[src/rtl/rbcp_regfile.sv]
// RBCP slave register file: RW byte registers, RO status words and a stretched command pulse.
// Define RBCP_REGFILE_SNAPSHOT_EN for coherent 16-bit status reads via a low-byte shadow.
module rbcp_regfile #(
  parameter logic [31:0]         BASE_ADDR   = 32'h0000_0000,
  parameter int unsigned         N_RW        = 16,
  parameter int unsigned         N_RO        = 8,
  parameter logic [8*N_RW-1:0]   RESET_VAL   = {8*N_RW{1'b0}},
  parameter int unsigned         PULSE_WIDTH = 4
) (
  input  logic                CLK,
  input  logic                RST,
  input  logic                RBCP_ACT,
  input  logic [31:0]         RBCP_ADDR,
  input  logic                RBCP_WE,
  input  logic                RBCP_RE,
  input  logic [7:0]          RBCP_WD,
  output logic                RBCP_ACK,
  output logic [7:0]          RBCP_RD,
  output logic [8*N_RW-1:0]   REG_OUT,
  output logic [N_RW-1:0]     WR_STROBE,
  input  logic [16*N_RO-1:0]  STATUS_IN,
  output logic [7:0]          CMD_PULSE
);

  localparam logic [31:0] RoBase  = 32'(N_RW);
  localparam logic [31:0] CmdOff  = 32'(N_RW + 2 * N_RO);
  localparam logic [7:0]  PwLast  = 8'(PULSE_WIDTH - 1);

  logic [8*N_RW-1:0] reg_q, reg_d;
  logic [N_RW-1:0]   wr_strobe_q, wr_strobe_d;
  logic              ack_q;
  logic [7:0]        rd_q, rd_d;
  logic [7:0]        cmd_q;
  logic [7:0]        cnt_q;

  logic [31:0] off, st_off, st_idx;
  logic        hit, do_wr, do_rd, is_rw, is_st, is_cmd, st_hi;
  logic [15:0] st_word;
  logic [7:0]  st_lo;

`ifdef RBCP_REGFILE_SNAPSHOT_EN
  logic [7:0] shadow_q;

  always_ff @(posedge CLK) begin
    if (RST) begin
      shadow_q <= 8'h00;
    end else if (do_rd && is_st && st_hi) begin
      shadow_q <= st_word[7:0];
    end
  end

  assign st_lo = shadow_q;
`else
  assign st_lo = st_word[7:0];
`endif

  always_comb begin
    off    = RBCP_ADDR - BASE_ADDR;
    st_off = off - RoBase;
    st_idx = {1'b0, st_off[31:1]};
    st_hi  = ~st_off[0];
    is_rw  = off < RoBase;
    is_st  = (off >= RoBase) && (off < CmdOff);
    is_cmd = off == CmdOff;
    // Strobes landing in the ACK cycle of the previous one are dropped.
    hit    = RBCP_ACT && (RBCP_WE || RBCP_RE) && (off <= CmdOff) && !ack_q;
    do_wr  = hit && RBCP_WE;
    do_rd  = hit && RBCP_RE && !RBCP_WE;
    st_word = 16'h0000;
    for (int k = 0; k < int'(N_RO); k++) begin
      if (st_idx == 32'(k)) st_word = STATUS_IN[16*k +: 16];
    end
  end

  always_comb begin
    reg_d       = reg_q;
    wr_strobe_d = '0;
    rd_d        = 8'h00;
    for (int i = 0; i < int'(N_RW); i++) begin
      if (off == 32'(i)) begin
        if (do_wr) begin
          reg_d[8*i +: 8] = RBCP_WD;
          wr_strobe_d[i]  = 1'b1;
        end
        if (do_rd) rd_d = reg_q[8*i +: 8];
      end
    end
    if (do_rd && is_st) rd_d = st_hi ? st_word[15:8] : st_lo;
  end

  always_ff @(posedge CLK) begin
    if (RST) begin
      reg_q       <= RESET_VAL;
      wr_strobe_q <= '0;
      ack_q       <= 1'b0;
      rd_q        <= 8'h00;
    end else begin
      reg_q       <= reg_d;
      wr_strobe_q <= wr_strobe_d;
      ack_q       <= hit;
      rd_q        <= rd_d;
    end
  end

  // Shared countdown: any command write ORs new bits in and restarts the window for all.
  always_ff @(posedge CLK) begin
    if (RST) begin
      cmd_q <= 8'h00;
      cnt_q <= 8'h00;
    end else if (do_wr && is_cmd) begin
      cmd_q <= cmd_q | RBCP_WD;
      cnt_q <= PwLast;
    end else if (cmd_q != 8'h00) begin
      if (cnt_q == 8'h00) cmd_q <= 8'h00;
      else                cnt_q <= cnt_q - 8'h01;
    end
  end

  // Reset masks outputs immediately so a pending ACK and its write never become visible.
  always_comb begin
    RBCP_ACK  = ack_q & ~RST;
    RBCP_RD   = RST ? 8'h00 : rd_q;
    REG_OUT   = RST ? RESET_VAL : reg_q;
    WR_STROBE = RST ? '0 : wr_strobe_q;
    CMD_PULSE = RST ? 8'h00 : cmd_q;
  end

endmodule

[config.mk]
export PLATFORM = sky130hd
export DESIGN_NAME = rbcp_regfile
export DESIGN_NICKNAME = d
export VERILOG_FILES = /design/src/rtl/rbcp_regfile.sv
export SDC_FILE = /design/constraint.sdc
export NUM_CORES = 1
export LEC_CHECK = 0
export CAP_MARGIN = 20
export CELL_PAD_IN_SITES_DETAIL_PLACEMENT = 0
export CELL_PAD_IN_SITES_GLOBAL_PLACEMENT = 1
export CORE_ASPECT_RATIO = 0.8
export CORE_UTILIZATION = 31
export CTS_CLUSTER_DIAMETER = 120
export DETAILED_ROUTE_END_ITERATION = 8
export PLACE_DENSITY_LB_ADDON = 0.1
export SYNTH_ARGS = -nofsm -noshare
export SYNTH_HDL_FRONTEND = slang
export SYNTH_SLANG_ARGS = --single-unit
[constraint.sdc]
create_clock -name CLK -period 3 [get_ports CLK]
set_clock_uncertainty 0.15 [all_clocks]
set_input_delay 0.6 -clock CLK [delete_from_list [all_inputs] [get_ports CLK]]
set_output_delay 0.6 -clock CLK [all_outputs]
set_load 0.05 [all_outputs]
* Word level (Yosys, flattened, before mapping)
Index checks and enable logic that the tools add are counted.
** Storage, ports and cells
- Register bits after elaboration :: 169
- Input port bits :: 173
- Output and inout port bits :: 161
** Cells by class
- Add/subtract/negate cells :: 2
- $lt $le $gt $ge :: 3
- Eq/ne operators :: 24
- Multiplexer cells :: 53
- Bitwise operators :: 20
- Reduce and logical (&&, ||, !) cells :: 54
** Operators by type and width (number)
- two-way mux 8 bit :: 39
- equality test 32 x 4 -> 1 bit, second input constant :: 8
- two-way mux 16 bit :: 9
- equality test 32 x 3 -> 1 bit, second input constant :: 4
- two-way mux 128 bit :: 1
- equality test 31 x 3 -> 1 bit, second input constant :: 4
- equality test 32 x 2 -> 1 bit, second input constant :: 2
- equality test 31 x 2 -> 1 bit, second input constant :: 2
- AND reduction 2 bit :: 19
- OR reduction 2 bit :: 17
- equality test 32 x 1 -> 1 bit, second input constant :: 1
- equality test 32 x 6 -> 1 bit, second input constant :: 1
- >= comparator 32 x 5 -> 1 bit, second input constant :: 1
- less-or-equal comparator 32 x 6 -> 1 bit, second input constant :: 1
- zero test 32 bit :: 1
- < comparator 32 x 6 -> 1 bit, second input constant :: 1
- subtractor 32 x 5 -> 32 bit, second input constant :: 1
- equality test 31 x 1 -> 1 bit, second input constant :: 1
- zero test 31 bit :: 1
- inverter 1 bit :: 18
- logical AND 1 bit :: 9
- zero test 8 bit :: 1
- bitwise OR 8 bit :: 1
- nonzero test 8 bit :: 1
- 8 further kinds :: 12

* Longest topological paths before layout
Gate-level depths: netlist of the first run.
- Depth after elaboration :: 39
- Depth in mapped cells :: 11
- Mapped depth without buffers :: 9

* Least setup slack after synthesis of the first run
Ideal clock, no wire load.
- Path kind :: input-to-reg
- Start :: input RBCP_ADDR[30]
- End :: register rd_q[4]
- Library setup time :: 103 ps
- Arrival :: 2762 ps
- Required time :: 2747 ps
- Setup slack :: -15 ps
- Stages :: 9
- Cells stage by stage :: or4_4 or2_0 buf_2 nor4_4 and2_1 buf_4 buf_6 a21oi_1 a2111oi_2
** Between the ends
- Longest elaborated chain between the ends :: 38
- Elaborated cells between the ends (all ways) :: 76
- Those cells by class :: add/sub (1); order compare (3); eq/ne (22); mux (42); reduce/logical (8)
** Ends and longest elaborated chain
- from (decl) :: RTL line 13 : input logic [31:0] RBCP_ADDR,
- less-or-equal comparator 32 x 6 -> 1 bit :: RTL line 66 : hit = RBCP_ACT && (RBCP_WE || RBCP_RE) && (off <= CmdOff) && !ack_q;
- logical AND 1 bit (2 in a row) :: RTL line 66
- logical AND 1 bit (2 in a row) :: RTL line 68 : do_rd = hit && RBCP_RE && !RBCP_WE;
- two-way mux 8 bit :: RTL line 85 : if (do_rd) rd_d = reg_q[8*i +: 8];
- two-way mux 8 bit :: RTL line 80 : if (off == 32'(i)) begin
- two-way mux 8 bit :: RTL line 85
- two-way mux 8 bit :: RTL line 80
- two-way mux 8 bit :: RTL line 85
- (+20 left out)
- two-way mux 8 bit :: RTL line 80
- two-way mux 8 bit :: RTL line 85
- two-way mux 8 bit :: RTL line 80
- two-way mux 8 bit :: RTL line 85
- two-way mux 8 bit :: RTL line 80
- two-way mux 8 bit :: RTL line 85
- two-way mux 8 bit :: RTL line 80
- two-way mux 8 bit * :: RTL line 88 : if (do_rd && is_st) rd_d = st_hi ? st_word[15:8] : st_lo;
- to (signal assigned) :: RTL line 101 : rd_q <= rd_d;
- to (decl) :: RTL line 32 : logic [7:0] rd_q, rd_d;
Every way passes the cells marked *; elsewhere a longest branch is shown, timed or not.
A chain may end at the register's enable or synchronous reset.

* Worst setup path after layout of the first run
- Start :: input RBCP_ADDR[20]
- End :: register rd_q[6]
Same word-level chain as after synthesis.

==> metrics, run 1 <==
most common cell after layout, fill and taps aside=buf_4; Max-Cap Viols=0; initial antenna violation count=1; Synth Area in Adders=0.598%; XOR/XNOR Fraction of Synth Area=0.670%; ys async rst share=0%; EDFF count, synth=0; final hold vios=0; Startpoint Class=input pin; row count=59; WP depth=11; largest fanout on the critical path=8; hold depth=2; simple-gate share of the synthesized area=29.4%; Power Density=332 nW/um^2; reg2reg setup slack=around 350 ps; total global-route track usage=25.7%; R2R depth=10; Max Transition Viols Final=0; clock-pin slew on the worst setup and hold paths=70 ps; PnR worst setup slack=92.0 ps; Ys Warns=0; Die Span Y=166 um; Initial Utilization=31.8%; detailed placement HPWL=34.6 mm; Tcrit/Tclk final=96.9%; most used cell, CP=buf_4; post-synthesis net count=1423; Hold Path Class=register to register; Die W=207 um; family with the most delay on the worst path=simple AND/OR/NAND/NOR gates; register bit total from synthesis=169; Vias=10900; worst relative slew slack=about 60%; Mapped Area=~10000 um^2; final net count=roughly 1800; FF-to-FF Start=ack_q; Synth Area in Compound Gates=13.6%; fraction of layout cells with a size suffix above 1=between 20 and 30%; outcome=finished, final reports clean; Buf+Inv Stages, Crit Path=4; DR WL/cell=21.3 um; Data arrival, critical path=3080 ps; worst vdd ir=~0.24 mV; Syn-to-layout area delta=52.8%; CTS buffer count=17; Die Area=34500 um^2; CP Capture Type=register; Final ANT Viol Nets=0; dpl ws=-806 ps; hold_ws=321 ps; Placer Congestion=roughly 0.9; DRC violations left=0; clk_lat worst skew=440 ps; syn avg cell area=roughly 8.4 um^2; initial DRC count=about 750; reg-to-reg endpoint=rd_q[7]; number of unique standard cell types used by synthesis=70; fmax=0.344 GHz; largest family of logic cells by synthesized area=simple AND/OR/NAND/NOR gates; core box area=32900 um^2; largest net degree at the start of global routing=126; worst slew pin tran=618 ps; Top Ports=334; Slowest Stage Delay on Critical Path=470 ps; Setup violations, final=0; multiplexer share of the synthesized area=18.9%; Crit Path Class=input pin to register; Root Driver=clkbuf_16; commonest non-fill, non-tap cells in the layout=buf_4, dfxtp_1, nor2b_1, nor2_1, clkdlybuf4s50_1; Min-Delay Endpoint=reg_q[20]; share of the synthesized area in the top cell type=32.3%; WP data required=3170 ps; grt ovf=0; Yosys top cell by area=dfxtp_1; I/O Buffers=333; crit path cell chain=clkdlybuf4s50_1, nor3_1, buf_4, nand4_1, buf_4, nor4_4, buf_6, nand2_2, or3_1, a311oi_2, nor4bb_1; clock sink count=roughly 170; CTS Buffer Depth=2; Final Critical Period=between 2000 and 3000 ps; cells after synthesis=approximately 1200; drt pass-1 iters=5; top cells by area, synth=dfxtp_1, mux2i_1, nor2b_1; CP max-delay cell=clkdlybuf4s50_1; vias in the first global route=10600; Hold Startpoint=reg_q[20]; Ant. Diodes=0; global-route wire length before repair=67.1 mm; CTS tree=yes; sequential share of the synthesized area=32.3%; DRT Wirelength=44.9 mm; P_leak=about 0.007 uW; H-tree Lvls=4; Vias/cell=5.17; Top FF cell, synth=dfxtp_1
power breakdown:
group          leakage [uW]  switching [uW]  internal [uW]
logic               0.00515             368            392
clock network      0.000299            1030           1270
registers           0.00136     0.000000192           2240
how the worst max path moves through the flow:
stage / from / end / slack [ps]
3_5_place_dp: RBCP_ADDR[6] / rd_q[5] / -810
6_report: RBCP_ADDR[20] / rd_q[6] / 90
4_1_cts: RBCP_ADDR[28] / rd_q[7] / 1
3_3_place_gp: RBCP_ADDR[14] / rd_q[7] / -760
5_1_grt: RBCP_ADDR[4] / rd_q[3] / -10
2_1_floorplan: RBCP_ADDR[6] / rd_q[4] / 10
worst min-delay path, cell delays in order (launching register included):
cell	delay [ps]
dfxtp_1	320
nand2_1	60
a21oi_1	50
registers in the layout, summed over array words and instances (netlist names):
| name | flops |
|---|---|
| rd_q | 8 |
| reg_q | 128 |
| wr_strobe_q | 16 |
| cmd_q | 8 |
| cnt_q | 8 |
| ack_q | 1 |
cell families (layout without fill, tap and decap cells):
group / count (synthesis) / after routing
AO/OA/AOI/OAI: 210 / 210
XOR/XNOR: 8 / 8
adder cells (fa/ha/maj): 5 / 5
buffers and inverters: 115 / 553
flip-flops: 169 / 169
multiplexers: 156 / 156
AND/OR/NAND/NOR: 582 / 582
per-layer routing:
metal / up-vias / share of wire [%] / GRT usage [%]
li1: 5265 / - / -
met1: 5285 / 50 / 37.8
met2: 322 / 44 / 39.1
met3: 30 / 4.9 / 4.56
met4: 0 / 1.3 / 4.93
met5: - / 0 / 0
synth_stat cells, drive strengths merged (7+ instances only):
master	instances
nand2b	9
nor2b	161
nand3	40
dfxtp	169
nand2	115
nor2	159
or2	8
nor4	20
clkbuf	78
nor3	21
o21ai	25
mux2	13
mux2i	111
buf	25
o2111ai	7
a22oi	19
or3	11
a31oi	9
a22o	8
a21oi	74
mux4	32
inv	12
o22ai	12
o211ai	12
nand4	9
metrics by stage:
stage | util, % | cell area (um^2) | TNS [ps] | cells | power (uW)
final | 48.6 | 16000 | 0 | 2110 | 5310
after global routing | 48.6 | 16000 | -13.6 | 2110 | 5500
after CTS | 48.1 | 15800 | 0 | 2107 | 5340
after detailed placement | 45.6 | 15000 | -71830 | 2072 | 3040
after global placement | 45.6 | 15000 | -65310 | 2072 | 3040
after floorplan | - | 10500 | 0 | 1245 | 2610
timing repair:
item | CTS | global route
setup buffers | 4 | 3
resized for setup | 44 | 37
hold buffers | 0 | 0
pin swaps | 27 | 27
cloned | 0 | 0
endpoints found under the setup margin | 66 | 90
layout make-up:
cell class	count	area (um^2)
Clock buffer	18	439
Clock inverter	14	160
Fill cell	3224	16900
Inverter	12	45.0
Multi-Input combinational cell	961	6920
Sequential cell	169	3380
Tap cell	427	534
Timing Repair Buffer	509	4500
No activity file was read; power rests on OpenSTA's default activity.
==> run 2, diff against run 1 <==
MAX_ROUTING_LAYER = met4   (was unset)
==> metrics, run 2 (same netlist as run 1, synthesis figures left out) <==
outcome=finished, final reports clean; end-of-flow core utilization=48.5%; CP Capture Type=register; final net count=1857; global-route wire length before repair=67.8 mm; Placer Congestion=0.917; Crit Path Class=input pin to register; clock sink count=169; P_leak=approximately 0.0068 uW; CTS hold repair buffers=0; WP data required=around 3200 ps; Root Driver=clkbuf_16; H-tree Lvls=4; row count=59; fraction of layout cells with a size suffix above 1=28.8%; Syn-to-layout area delta=52.4%; Max-Cap Viols=0; CTS buffer count=17; Top Ports=about 330; reg2reg setup slack=400 ps; Power Density=around 340 nW/um^2; Setup violations, final=0; I/O Buffers=333; Most flops, register=reg_q; max reg flops=128; Final Critical Period=2950 ps; CTS tree=yes; Initial Utilization=31.8%; Hold Path Class=register to register; worst relative slew slack=62.2%; DRC violations left=0; initial DRC count=a little under 1000; initial antenna violation count=0; fmax=0.339 GHz; Die W=slightly above 200 um; detailed placement HPWL=~35 mm; drt pass-1 iters=5; Vias/cell=approximately 5; total global-route track usage=26.6%; RSZ-0062 raised after global routing=true; commonest non-fill, non-tap cells in the layout=buf_4, dfxtp_1, nor2b_1, nor2_1, clkdlybuf4s50_1; core box area=around 33000 um^2; DR WL/cell=between 20 and 25 um; largest fanout on the critical path=6; dpl ws=-627 ps; largest net degree at the start of global routing=126; worst slew pin tran=about 570 ps; grt ovf=0; Largest regs=reg_q x128, wr_strobe_q x16; Tcrit/Tclk final=98.4%; Max Transition Viols Final=0; Die Span Y=166 um; final setup TNS=0 ps; clk_lat worst skew=around 440 ps; worst vdd ir=roughly 0.27 mV; final hold vios=0; most common cell after layout, fill and taps aside=buf_4; Data arrival, critical path=3180 ps; clock-pin slew on the worst setup and hold paths=70 ps; Final ANT Viol Nets=0; PnR worst setup slack=47.1 ps; CTS Buffer Depth=2; Die Area=34500 um^2; Vias=~11000; vias in the first global route=10600; DRT Wirelength=44.9 mm; Startpoint Class=input pin
==> run 2: cell types whose count changed in the layout (fill, tap and decap cells not counted), sizes merged, moves of 2 or more <==
cell / before / now
buf: 338 / 347
dlygate4sd2: 3 / 6
inv: 20 / 18
dlymetal6s2s: 11 / 7
==> run 2: layout make-up <==
cell class / count / area (um^2)
Clock inverter: 14 / 188
Antenna cell: 1 / 2.50
Clock buffer: 18 / 439
Sequential cell: 169 / 3380
Inverter: 12 / 45.0
Timing Repair Buffer: 518 / 4550
Fill cell: 3232 / 16900
Multi-Input combinational cell: 961 / 6800
Tap cell: 427 / 534
==> run 2: worst max-delay path: stages <==
cell and delay [ps]:
dlygate4sd2_1 230, or4_4 540, or2_4 250, buf_6 120, nor4_4 290, buf_4 210, a21boi_4 250, o211ai_1 200
a221oi_2 330, a2bb2oi_2 150
==> run 2: final timing paths <==
path,start,to,cells after the start
min,reg_q[14],reg_q[14],2
max,RBCP_ADDR[31],rd_q[1],10
max reg2reg,ack_q,rd_q[1],9
min reg2reg,reg_q[14],reg_q[14],2
==> run 2: routing by layer <==
layer  global-route usage, %  vias to the layer above  part of all wire, %
met1                    37.9                     5283                   50
li1                        -                     5271                    -
met5                       -                        -                    0
met3                    4.52                       23                  5.1
met2                    39.7                      317                   44
met4                    4.35                        0                 0.93
==> run 2: stage by stage <==
step                total power, uW  instance area [um^2]  hold slack (ps)  std cells
floorplan                      2610                 10500              287       1245
global placement               3040                 15000              307       2077
detailed placement             3040                 15000              310       2077
CTS                            5420                 15800              317       2114
global route                   5570                 15900              344       2119
finish                         5390                 15900              319       2120
==> run 2: what timing repair did <==
| item | in CTS | in global routing |
|---|---|---|
| setup buffers | 5 | 7 |
| gates cloned | 0 | 0 |
| resized for setup | 36 | 26 |
| endpoints found under the setup margin | 8 | 100 |
| pin swaps | 23 | 18 |
==> run 2: power by group <==
group / internal, uW / switching, uW
logic: 390 / 365
registers: 2240 / 0.000000176
clock network: 1360 / 1030
